**src/rtl/dmem_pkg.sv**
```systemverilog
// dmem_pkg: shared FSM encoding, default parameters and sizing helper for the data memory
package dmem_pkg;

    typedef enum logic {
        INIT  = 1'b0,
        READY = 1'b1
    } state_e;

    localparam int DEF_DATA_W = 8;
    localparam int DEF_DEPTH  = 32;
    localparam int DEF_ADDR_W = 8;

    // One extra bit beyond the index width so the counter can represent DEPTH itself
    function automatic int cnt_width(input int depth);
        return $clog2(depth) + 1;
    endfunction

endpackage

```
**src/rtl/dmem_init_gen.sv**
```systemverilog
// dmem_init_gen: maps the init counter to the power-on word (ascending lower half, negated offsets upper half)
module dmem_init_gen
    import dmem_pkg::*;
#(
    parameter int DATA_W = DEF_DATA_W,
    parameter int DEPTH  = DEF_DEPTH,
    parameter int CW     = cnt_width(DEF_DEPTH)
) (
    input  logic [CW-1:0]     idx_i,
    output logic [DATA_W-1:0] word_o
);

    localparam int HALF = DEPTH / 2;

    logic [CW-1:0] off;

    assign off    = idx_i - CW'(HALF);
    assign word_o = (idx_i >= CW'(HALF)) ? DATA_W'(0) - DATA_W'(off) : DATA_W'(idx_i);

endmodule

```
**src/rtl/param_data_memory.sv**
```systemverilog
// param_data_memory: single-port data memory that self-initialises after reset, then serves registered reads and writes
module param_data_memory
    import dmem_pkg::*;
#(
    parameter int DATA_W = DEF_DATA_W,
    parameter int DEPTH  = DEF_DEPTH,
    parameter int ADDR_W = DEF_ADDR_W
) (
    input  logic              clk,
    input  logic              reset,
    input  logic [ADDR_W-1:0] Address,
    input  logic [DATA_W-1:0] WriteData,
    input  logic              MemRead,
    input  logic              MemWrite,
    output logic [DATA_W-1:0] ReadData,
    output logic              ReadValid,
    output logic              Busy,
    output logic              AddrErr
);

    localparam int AW = $clog2(DEPTH);
    localparam int CW = cnt_width(DEPTH);

    if (DEPTH < 4 || (DEPTH & (DEPTH - 1)) != 0) begin : g_bad_depth
        $error("DEPTH must be a power of two and at least 4");
    end
    if (ADDR_W < AW) begin : g_bad_addr_w
        $error("ADDR_W too narrow to address DEPTH words");
    end

    state_e            state_q, state_d;
    logic [CW-1:0]     cnt_q, cnt_d;
    logic [DATA_W-1:0] mem_q [DEPTH];
    logic [DATA_W-1:0] rdata_q, rdata_d;
    logic              rvalid_q, rvalid_d;
    logic              aerr_q, aerr_d;
    logic [DATA_W-1:0] init_word, wdata;
    logic [AW-1:0]     uaddr, waddr;
    logic              last, in_range, accept, rd_ok, wr_ok, we;

    dmem_init_gen #(
        .DATA_W(DATA_W),
        .DEPTH (DEPTH),
        .CW    (CW)
    ) u_init_gen (
        .idx_i (cnt_q),
        .word_o(init_word)
    );

    // Upper address bits beyond the index width flag an out-of-range request
    assign uaddr    = Address[AW-1:0];
    assign in_range = (Address >> AW) == '0;
    assign accept   = !reset && state_q == READY;
    assign rd_ok    = accept && MemRead && in_range;
    assign wr_ok    = accept && MemWrite && in_range;
    assign last     = cnt_q == CW'(DEPTH - 1);

    // Init walks the counter once through every word, then hands over to READY
    always_comb begin
        state_d = (state_q == INIT && last) ? READY : state_q;
        cnt_d   = (state_q == INIT && !last) ? cnt_q + CW'(1) : '0;
    end

    // Single write port shared between the init sequence and user writes; reset blocks both
    always_comb begin
        we       = !reset && (state_q == INIT || wr_ok);
        waddr    = (state_q == INIT) ? cnt_q[AW-1:0] : uaddr;
        wdata    = (state_q == INIT) ? init_word : WriteData;
        rdata_d  = rd_ok ? mem_q[uaddr] : rdata_q;
        rvalid_d = rd_ok;
        aerr_d   = accept && (MemRead || MemWrite) && !in_range;
    end

    // FSM state and init counter
    always_ff @(posedge clk) begin
        if (reset) begin
            state_q <= INIT;
            cnt_q   <= '0;
        end else begin
            state_q <= state_d;
            cnt_q   <= cnt_d;
        end
    end

    // Registered read data and one-cycle status pulses
    always_ff @(posedge clk) begin
        if (reset) begin
            rdata_q  <= '0;
            rvalid_q <= 1'b0;
            aerr_q   <= 1'b0;
        end else begin
            rdata_q  <= rdata_d;
            rvalid_q <= rvalid_d;
            aerr_q   <= aerr_d;
        end
    end

    // Storage array; a same-edge read sees the old word because both sample before update
    always_ff @(posedge clk) begin
        if (we) mem_q[waddr] <= wdata;
    end

    assign ReadData  = rdata_q;
    assign ReadValid = rvalid_q;
    assign AddrErr   = aerr_q;
    assign Busy      = state_q == INIT;

endmodule

```
**config.mk**
```make
export PLATFORM = sky130hd
export DESIGN_NAME = param_data_memory
export DESIGN_NICKNAME = d
export VERILOG_FILES = /design/src/rtl/dmem_pkg.sv /design/src/rtl/dmem_init_gen.sv /design/src/rtl/param_data_memory.sv
export SDC_FILE = /design/constraint.sdc
export NUM_CORES = 1
export LEC_CHECK = 0
export ABC_CLOCK_PERIOD_IN_PS = 4250
export BUFFER_PORTS_ARGS = -buffer_cell sky130_fd_sc_hd__buf_4
export CORE_MARGIN = 5
export CORE_UTILIZATION = 50
export DETAILED_ROUTE_END_ITERATION = 8
export GPL_TIMING_DRIVEN = 0
export HOLD_SLACK_MARGIN = 0.05
export PLACE_DENSITY_LB_ADDON = 0.05
export SLEW_MARGIN = 20
export SYNTH_ARGS = -nofsm -noshare
export SYNTH_HDL_FRONTEND = slang
export SYNTH_HIERARCHICAL = 1
export SYNTH_SLANG_ARGS = --single-unit
```
**constraint.sdc**
```tcl
create_clock -name clk -period 4.25 [get_ports clk]
set_input_delay 0.425 -clock clk [delete_from_list [all_inputs] [get_ports clk]]
set_output_delay 0.425 -clock clk [all_outputs]
set_load 0.005 [all_outputs]
```
==> results.yml, run 1 <==
synthesis:
  synth-seq-cells: 273
  yosys.area.top_type: "edfxtp_1"
  netlist_area_um2: 11190
  yosys-top-cells-area: "edfxtp_1 69%, mux2i_1 12%, a22oi_1 4.3%"
  netlist_instances: 692
  ys_seq_area_frac: 0.7174
  synth_nets: 716
  synthDistinctLibCells: 40
  syn_area_per_cell_um2: 16.17
  ys_warn_count: 6
  synth_top_area_frac: 0.6870
setup_path:
  cp-start-kind: "flip-flop"
  arrival_ns: 2.88
  critPathKind: "reg -> reg"
  required_ns: 4.40
  crit_path_end_kind: "flip-flop"
  worstPathMaxFanout: 10
timing:
  relSlewSlack: 0.2631
  skew_ns: 0.01978
  setup_tns_ns: 0
  setup_slack_ns: 1.517
  fmaxAchievable_mhz: 365.9
  finalMaxSlewViolations: 0
  worst_hold_slack_ns: 0.1763
  finalSetupViolations: 0
  rsz0062_at_grt: "no"
  hold_viol_final: 0
  tightestPinTransition_ns: 1.098
  fin_crit_sh: 0.6430
  min_period_ns: 2.733
placed_design:
  gp_congestion: 0.9130
  place_area_um2: 11760
  dp_hpwl_um: 18340
  dp_slack_ns: 1.423
  placedCellCount: 1001
  port_buffers: 29
global_route:
  grt_first_pass_wirelength_um: 40770
  antenna_found_initial: 0
  grt_max_degree: 33
  grt-ovfl-total: 0
  grt.total_usage: 0.2157
  grt_pass1_vias: 6369
clock_network:
  clk_latency_ns: 0.54
  h-tree-depth: 1
  clkSlewWorstSetupHoldPaths_ns: 0.06
  numCtsBuffers: 29
  clock-root-buffer: "clkbuf_16"
  cts_sinks: 273
  hold_buffers: 0
  cts.repair.resized: 0
  post_cts_buffers: 0
  cts_tree: "done"
  cts_buffer_depth: 3
power_and_ir_drop:
  p_leak_nw: 4.566
  finalPower_mw: 5.737
  netSwitchingPower_mw: 1.206
  combPwrFrac: 0.054
  clockPowerShare: 0.431
  p_seq_frac: 0.515
  p_per_area_nw_per_um2: 451.8
  internal_power_mw: 4.531
  irDropWorstVdd_v: 0.0003231
  swShare: 0.2101
detailed_routing:
  wire_per_inst_um: 26.57
  routed_wl_um: 27960
  drc: 0
  drt-vias-per-instance: 5.968
  vias: 6278
  dr.pass1.iters: 6
  drtIter0Drc: 656
  ant_nets: 0
final_layout:
  final_area_um2: 12700
  layout_commonest_cell: "edfxtp_1"
  nets: 776
  synthToLayoutAreaGrowth_pct: 13.49
  final_cell_mix: "256 x edfxtp_1, 132 x mux2i_1, 64 x a22oi_1"
  fill_cells: 1684
  fin_cells: 1052
  fin_util: 0.5783
  antennaDiodeCount: 0
  drive_above_1_share: 0.1567
floorplanning:
  die_w_um: 159.6
  fp.dieH_um: 159.6
  rows: 54
  ios: 31
  start_util: 0.5096
  die_area_um2: 25470
  coreArea_um2: 21960
run:
  maxCapViolations: 0
min_path:
  min_path_type: "in -> reg"
run_status:
  status: "finished, final reports clean"
metal layers:
| metal | global-route usage | vias up | part of all wire |
|---|---|---|---|
| met5 | 0 | - | 0 |
| met4 | 0.05128 | 0 | 0.020 |
| met3 | 0.03961 | 49 | 0.068 |
| met2 | 0.3562 | 223 | 0.48 |
| met1 | 0.3001 | 3188 | 0.43 |
| li1 | - | 2818 | - |
state kept, by name, indices dropped and copies added, names as in the netlist:
register and cells:
state_q 1, AddrErr 1, ReadData 8, ReadValid 1
mem_q 256, cnt_q 6
final timing paths:
kind	start	to	slack, ns	depth (start not counted)
max reg2reg	state_q	mem_q[3][4]	1.52	5
min reg2reg	ReadData[7]	ReadData[7]	0.54	2
max	state_q	mem_q[3][4]	1.52	5
min	MemRead	AddrErr	0.18	3
power by group through the flow:
stage	sequential (mW)	combinational, mW	clock [mW]
global route	2.96	0.327	2.60
global placement	3.01	0.303	0
finish	2.96	0.310	2.47
floorplan	3.01	0.189	0
detailed placement	3.01	0.307	0
CTS	2.96	0.308	2.50
cell usage after synthesis, drive strengths merged:
library cell / instances
dfxtp: 17
and2: 1
and4b: 1
or2: 1
edfxtp: 256
nor2: 58
inv: 8
a22oi: 64
o32ai: 1
xnor2: 3
nor2b: 3
xor2: 4
nand2: 15
nand3: 5
o21ai: 3
buf: 28
a21oi: 33
and3: 1
nor3: 4
a211oi: 8
nor4b: 2
ha: 4
or4: 8
nor4: 1
a31oi: 2
mux2i: 132
nand2b: 3
mux2: 12
clkbuf: 13
a32o: 1
layout make-up:
| cell class | instances | area, um2 | share of cell area |
|---|---|---|---|
| Buffer | 41 | 291.5 | 0.02296 |
| Clock buffer | 40 | 837.1 | 0.06592 |
| Clock inverter | 11 | 103.9 | 0.008178 |
| Inverter | 8 | 30.03 | 0.002365 |
| Multi-Input combinational cell | 370 | 2840 | 0.2237 |
| Sequential cell | 273 | 8028 | 0.6322 |
| Tap cell | 280 | 350.3 | 0.02759 |
| Timing Repair Buffer | 29 | 217.7 | 0.01714 |
kinds of logic (layout without fill, tap and decap cells):
logic type      Yosys count  after routing  synth area share
fa+ha+maj                 4              4          0.004473
simple gates            103            103           0.04294
compound gates          112            112           0.07078
buf+inv                  49            129           0.02874
mux                     144            144            0.1302
xor+xnor                  7              7          0.005479
flops                   273            273            0.7174
worst max-delay path: stages (launching register included):
cell and delay [ns]:
dfxtp_1 0.34, buf_1 0.26, clkbuf_1 0.32, o21ai_0 0.25
nand2_1 0.37, nor2_1 0.80
No activity file was read; power rests on OpenSTA's default activity.
==> run 2: changes to the inputs <==
--- a/config.mk
+++ b/config.mk
@@ -5,7 +5,7 @@
 export SDC_FILE = /design/constraint.sdc
 export NUM_CORES = 1
 export LEC_CHECK = 0
-export ABC_CLOCK_PERIOD_IN_PS = 4250
+export ABC_CLOCK_PERIOD_IN_PS = 2650
 export BUFFER_PORTS_ARGS = -buffer_cell sky130_fd_sc_hd__buf_4
 export CORE_MARGIN = 5
 export CORE_UTILIZATION = 50
==> constraint.sdc (replaced) <==
create_clock -name clk -period 2.65 [get_ports clk]
set_input_delay 0.265 -clock clk [delete_from_list [all_inputs] [get_ports clk]]
set_output_delay 0.265 -clock clk [all_outputs]
set_load 0.005 [all_outputs]
==> results.yml, run 2 (synthesized netlist as in run 1, its figures left out) <==
final_layout:
  nets: 778
  regMostFlops: "mem_q"
  fill_cells: 1675
  fin_cells: 1054
  largest_register_ffs: 256
  drive_above_1_share: 0.1693
  final_area_um2: 12740
  synthToLayoutAreaGrowth_pct: 13.89
  antennaDiodeCount: 0
  final_cell_mix: "256 x edfxtp_1, 132 x mux2i_1, 64 x a22oi_1"
  layout_commonest_cell: "edfxtp_1"
floorplanning:
  die_area_um2: 25470
  ios: 31
  start_util: 0.5096
  rows: 54
  fp.dieH_um: 159.6
  coreArea_um2: 21960
  die_w_um: 159.6
clock_network:
  clk_latency_ns: 0.54
  cts_sinks: 273
  cts_tree: "done"
  cts_buffer_depth: 3
  numCtsBuffers: 29
  post_cts_buffers: 0
  h-tree-depth: 1
  clock-root-buffer: "clkbuf_16"
  clkSlewWorstSetupHoldPaths_ns: 0.06
placed_design:
  placedCellCount: 1001
  dp_hpwl_um: 18340
  port_buffers: 29
  gp_congestion: 0.9130
  place_area_um2: 11760
detailed_routing:
  drc: 0
  wire_per_inst_um: 26.50
  ant_nets: 0
  routed_wl_um: 27940
  drtIter0Drc: 656
  dr.pass1.iters: 6
  vias: 6346
  drt-vias-per-instance: 6.021
global_route:
  antenna_found_initial: 0
  grt_pass1_vias: 6392
  grt_max_degree: 33
  grt.total_usage: 0.2161
  grt-ovfl-total: 0
  grt_first_pass_wirelength_um: 40850
setup_path:
  crit_chain: "buf_1 -> nor3_1 -> o21ai_1 -> nor2_1"
  worstPathMaxFanout: 10
  critPathKind: "reg -> reg"
  crit_path_end_kind: "flip-flop"
  max_stage_delay_ns: 0.92
  slowest_stage: "o21ai_1"
  cp-start-kind: "flip-flop"
  arrival_ns: 2.88
  required_ns: 2.81
power_and_ir_drop:
  netSwitchingPower_mw: 1.932
  internal_power_mw: 7.270
  irDropWorstVdd_v: 0.0005151
  p_seq_frac: 0.515
  combPwrFrac: 0.054
  p_leak_nw: 4.573
  swShare: 0.2100
  p_per_area_nw_per_um2: 722.1
  clockPowerShare: 0.431
  finalPower_mw: 9.203
timing:
  finalSetupViolations: 72
  setup_slack_ns: -0.06812
  fin_crit_sh: 1.026
  relSlewSlack: 0.2209
  setup_tns_ns: -2.278
  finalMaxSlewViolations: 0
  rsz0062_at_grt: "yes"
  hold_viol_final: 0
  fmaxAchievable_mhz: 367.9
  skew_ns: 0.01777
  tightestPinTransition_ns: 1.161
  min_period_ns: 2.718
run_status:
  violations: "setup timing"
  status: "complete, but fails checks"
min_path:
  min_path_type: "in -> reg"
run:
  maxCapViolations: 0
## run 2: cell type report
type | count | area, um2 | share of cell area
sequential | 273 | 8028 | 0.6299
inverter | 8 | 30.03 | 0.002356
buffer | 41 | 291.5 | 0.02288
tap | 280 | 350.3 | 0.02749
multi-input combinational | 370 | 2865 | 0.2248
timing repair buffer | 31 | 237.7 | 0.01865
clock buffer | 40 | 837.1 | 0.06568
clock inverter | 11 | 103.9 | 0.008149
## run 2: metal layers
layer / global-route usage / routed length (um) / vias to the layer above
li1: - / - / 2824
met1: 0.3005 / 12130 / 3224
met2: 0.3570 / 13340 / 251
met3: 0.03961 / 1889 / 47
met4: 0.05128 / 577 / 0
met5: 0 / 0 / -
## run 2: metrics by stage
step	utilization	setup WS [ns]	hold WS, ns
after floorplan	-	0.5807	0.4289
after global placement	0.5354	0.05746	0.5236
after detailed placement	0.5354	-0.01744	0.5274
after CTS	0.5792	-0.008556	0.1404
after global routing	0.5803	-0.2343	0.1788
final	0.5803	-0.06812	0.1533
## run 2: worst max-delay path, delay by kind of cell (launching register included)
family	cells	cell delay, ns
AO/OA/AOI/OAI	1	0.92
AND/OR/NAND/NOR	2	0.62
flip-flops	1	0.38
buffers and inverters	1	0.42
## run 2: power by group through the flow
stage                     Sequential, mW  Combinational (mW)  Clock (mW)
after floorplan                     4.82               0.303           0
after global placement              4.83               0.486           0
after detailed placement            4.83               0.492           0
after CTS                           4.74               0.496        4.01
after global routing                4.74               0.530        4.17
final                               4.74               0.501        3.96
## run 2: path summary, 6_finish.rpt
path               startpoint           to  slack [ns]  cells past startpoint
setup / recovery      state_q  mem_q[4][0]       -0.07                      4
hold / removal          reset     cnt_q[1]        0.15                      3
setup reg to reg      state_q  mem_q[4][0]       -0.07                      4
hold reg to reg   ReadData[7]  ReadData[7]        0.54                      2
## run 2: timing repair
item / CTS / global route
cloned: 0 / 0
hold buffers: 2 / 0
endpoints found under the hold margin: 1 / 0
resized for setup: 0 / 10
setup endpoints to repair: 16 / 152
==> run 3: changes to the inputs <==
--- a/config.mk
+++ b/config.mk
@@ -5,8 +5,10 @@
 export SDC_FILE = /design/constraint.sdc
 export NUM_CORES = 1
 export LEC_CHECK = 0
+export ABC_AREA = 1
 export ABC_CLOCK_PERIOD_IN_PS = 2650
 export BUFFER_PORTS_ARGS = -buffer_cell sky130_fd_sc_hd__buf_4
+export CAP_MARGIN = 10
 export CORE_MARGIN = 5
 export CORE_UTILIZATION = 50
 export DETAILED_ROUTE_END_ITERATION = 8
==> results.yml, run 3 <==
final_layout:
  regMostFlops: "mem_q"
  synthToLayoutAreaGrowth_pct: 13.55
  nets: 1126
  fin_cells: 1409
  antennaDiodeCount: 0
  final_cell_mix: "366 x nand2_1, 256 x edfxtp_1, 218 x nand3_1"
  fin_util: 0.5770
  layout_commonest_cell: "nand2_1"
  largest_register_ffs: 256
  drive_above_1_share: 0.1272
run:
  maxCapViolations: 0
clock_network:
  clk_latency_ns: 0.56
  clock-root-buffer: "clkbuf_16"
  h-tree-depth: 1
  cts_buffer_depth: 3
  numCtsBuffers: 29
  cts_tree: "done"
  clkSlewWorstSetupHoldPaths_ns: 0.06
  cts_sinks: 273
synthesis:
  synth_top_family_by_area: "simple AND/OR/NAND/NOR gates"
  netlist_area_um2: 11500
  synth.most_common_cell: "nand2_1"
  ys.flop_type: "edfxtp_1"
  synth-seq-cells: 273
  synth_edf_count: 256
  synth_xor_area_frac: 0.002284
  yosys-top-cells-area: "edfxtp_1 67%, nand2_1 12%, nand3_1 9.5%"
  synth_compound_area_frac: 0.01316
  synthTopCellsByCount: "374 x nand2_1, 256 x edfxtp_1, 218 x nand3_1"
  synthSimpleGateAreaFrac: 0.2390
  syn_area_per_cell_um2: 11.06
  synthDistinctLibCells: 25
  synth_top_area_frac: 0.6682
  synth.mux.area_fraction: 0
  ys_seq_area_frac: 0.6978
  synth_fa_ha_area_frac: 0.004350
  yosys.area.top_type: "edfxtp_1"
  async_flop_share: 0
  synth_nets: 1064
  netlist_instances: 1040
  ys_warn_count: 6
placed_design:
  placedCellCount: 1352
  port_buffers: 27
  gp_congestion: 0.9293
  dp_hpwl_um: 20530
power_and_ir_drop:
  irDropWorstVdd_v: 0.0005466
  p_per_area_nw_per_um2: 712.0
  p_leak_nw: 4.938
  finalPower_mw: 9.301
detailed_routing:
  drc: 0
  vias: 7859
  routed_wl_um: 31570
  wire_per_inst_um: 22.41
  dr.pass1.iters: 5
  ant_nets: 0
  drtIter0Drc: 864
  drt-vias-per-instance: 5.578
timing:
  hold_viol_final: 0
  finalMaxSlewViolations: 0
  finalSetupViolations: 0
  tightestPinTransition_ns: 1.019
  rsz0062_at_grt: "yes"
  relSlewSlack: 0.3179
  fmaxAchievable_mhz: 382.9
  worst_hold_slack_ns: 0.1755
  min_period_ns: 2.612
  fin_crit_sh: 0.9855
  skew_ns: 0.02314
setup_path:
  worstPathMaxFanout: 10
  required_ns: 2.81
  critPathKind: "reg -> reg"
  slowest_stage: "nor2_1"
  max_stage_delay_ns: 0.91
  crit_path_end_kind: "flip-flop"
  arrival_ns: 2.77
  crit_chain: "buf_2 -> nand2_1 -> o21ai_1 -> nand3_1 -> nor2_1"
  cp-start-kind: "flip-flop"
global_route:
  grt_first_pass_wirelength_um: 46980
  antenna_found_initial: 0
  grt_pass1_vias: 7452
  grt_max_degree: 33
  grt-ovfl-total: 0
  grt.total_usage: 0.2421
floorplanning:
  rows: 55
  die_w_um: 161.7
  die_area_um2: 26140
  ios: 31
  coreArea_um2: 22640
  fp.dieH_um: 161.7
  start_util: 0.5082
run_status:
  status: "finished, final reports clean"
min_path:
  min_path_type: "in -> reg"
## run 3: cell families (layout without fill, tap and decap cells)
| logic type | count (synthesis) | in the layout |
|---|---|---|
| fa+ha+maj | 4 | 4 |
| simple gates | 648 | 648 |
| buf+inv | 84 | 168 |
| xor+xnor | 3 | 3 |
| flops | 273 | 273 |
| compound gates | 28 | 28 |
## run 3: worst paths after layout
path / start / endpoint / slack (ns) / cells past startpoint
worst max-delay path: state_q / mem_q[26][3] / 0.04 / 5
worst min-delay path: Address[7] / ReadData[6] / 0.18 / 6
worst max register to register: state_q / mem_q[26][3] / 0.04 / 5
worst min register to register: cnt_q[0] / cnt_q[0] / 0.53 / 1
## run 3: worst max-delay path: cells and delay by family, from the launching register on
family / cells / cell delay, ns
AO/OA/AOI/OAI: 1 / 0.16
buffers and inverters: 1 / 0.23
flip-flops: 1 / 0.37
AND/OR/NAND/NOR: 3 / 1.46
## run 3: layout make-up
cell class              count  area (um2)
fillers                  1934        9577
flip-flops and latches    273        8028
multi-input cells         683        3013
clock buffers              43       872.1
plain buffers              58       401.6
well taps                 285       356.6
repair buffers             31       242.7
inverters                  26       97.59
clock inverters            10       52.55
## run 3: power by group
part | switching [mW] | internal (mW) | leakage (nW)
registers | 0.0142 | 4.74 | 2.45
clock network | 1.64 | 2.27 | 0.455
logic | 0.463 | 0.176 | 2.04
## run 3: per-stage QoR
| step | worst slack (ns) | TNS (ns) | instance area (um2) |
|---|---|---|---|
| final | 0.03848 | 0 | 13060 |
| after detailed placement | -0.2035 | -9.284 | 12080 |
| after global placement | -0.1342 | -10.10 | 12060 |
| after CTS | 0.007272 | 0 | 13050 |
| after floorplan | 0.8384 | 0 | 11500 |
| after global routing | -0.1494 | -6.062 | 13060 |
## run 3: metal layers
layer	global-route usage	wire length [um]	up-vias
li1	-	-	3720
met1	0.3467	13440	3755
met2	0.3890	14830	335
met3	0.03781	2358	49
met4	0.07113	947	0
met5	0	0	-
## run 3: what timing repair did
action                                  4_1_cts  5_1_grt
hold endpoints to repair                      7        0
buffers inserted                              0        0
resized for setup                             0        6
endpoints found under the setup margin        0      113
hold buffers                                  4        0
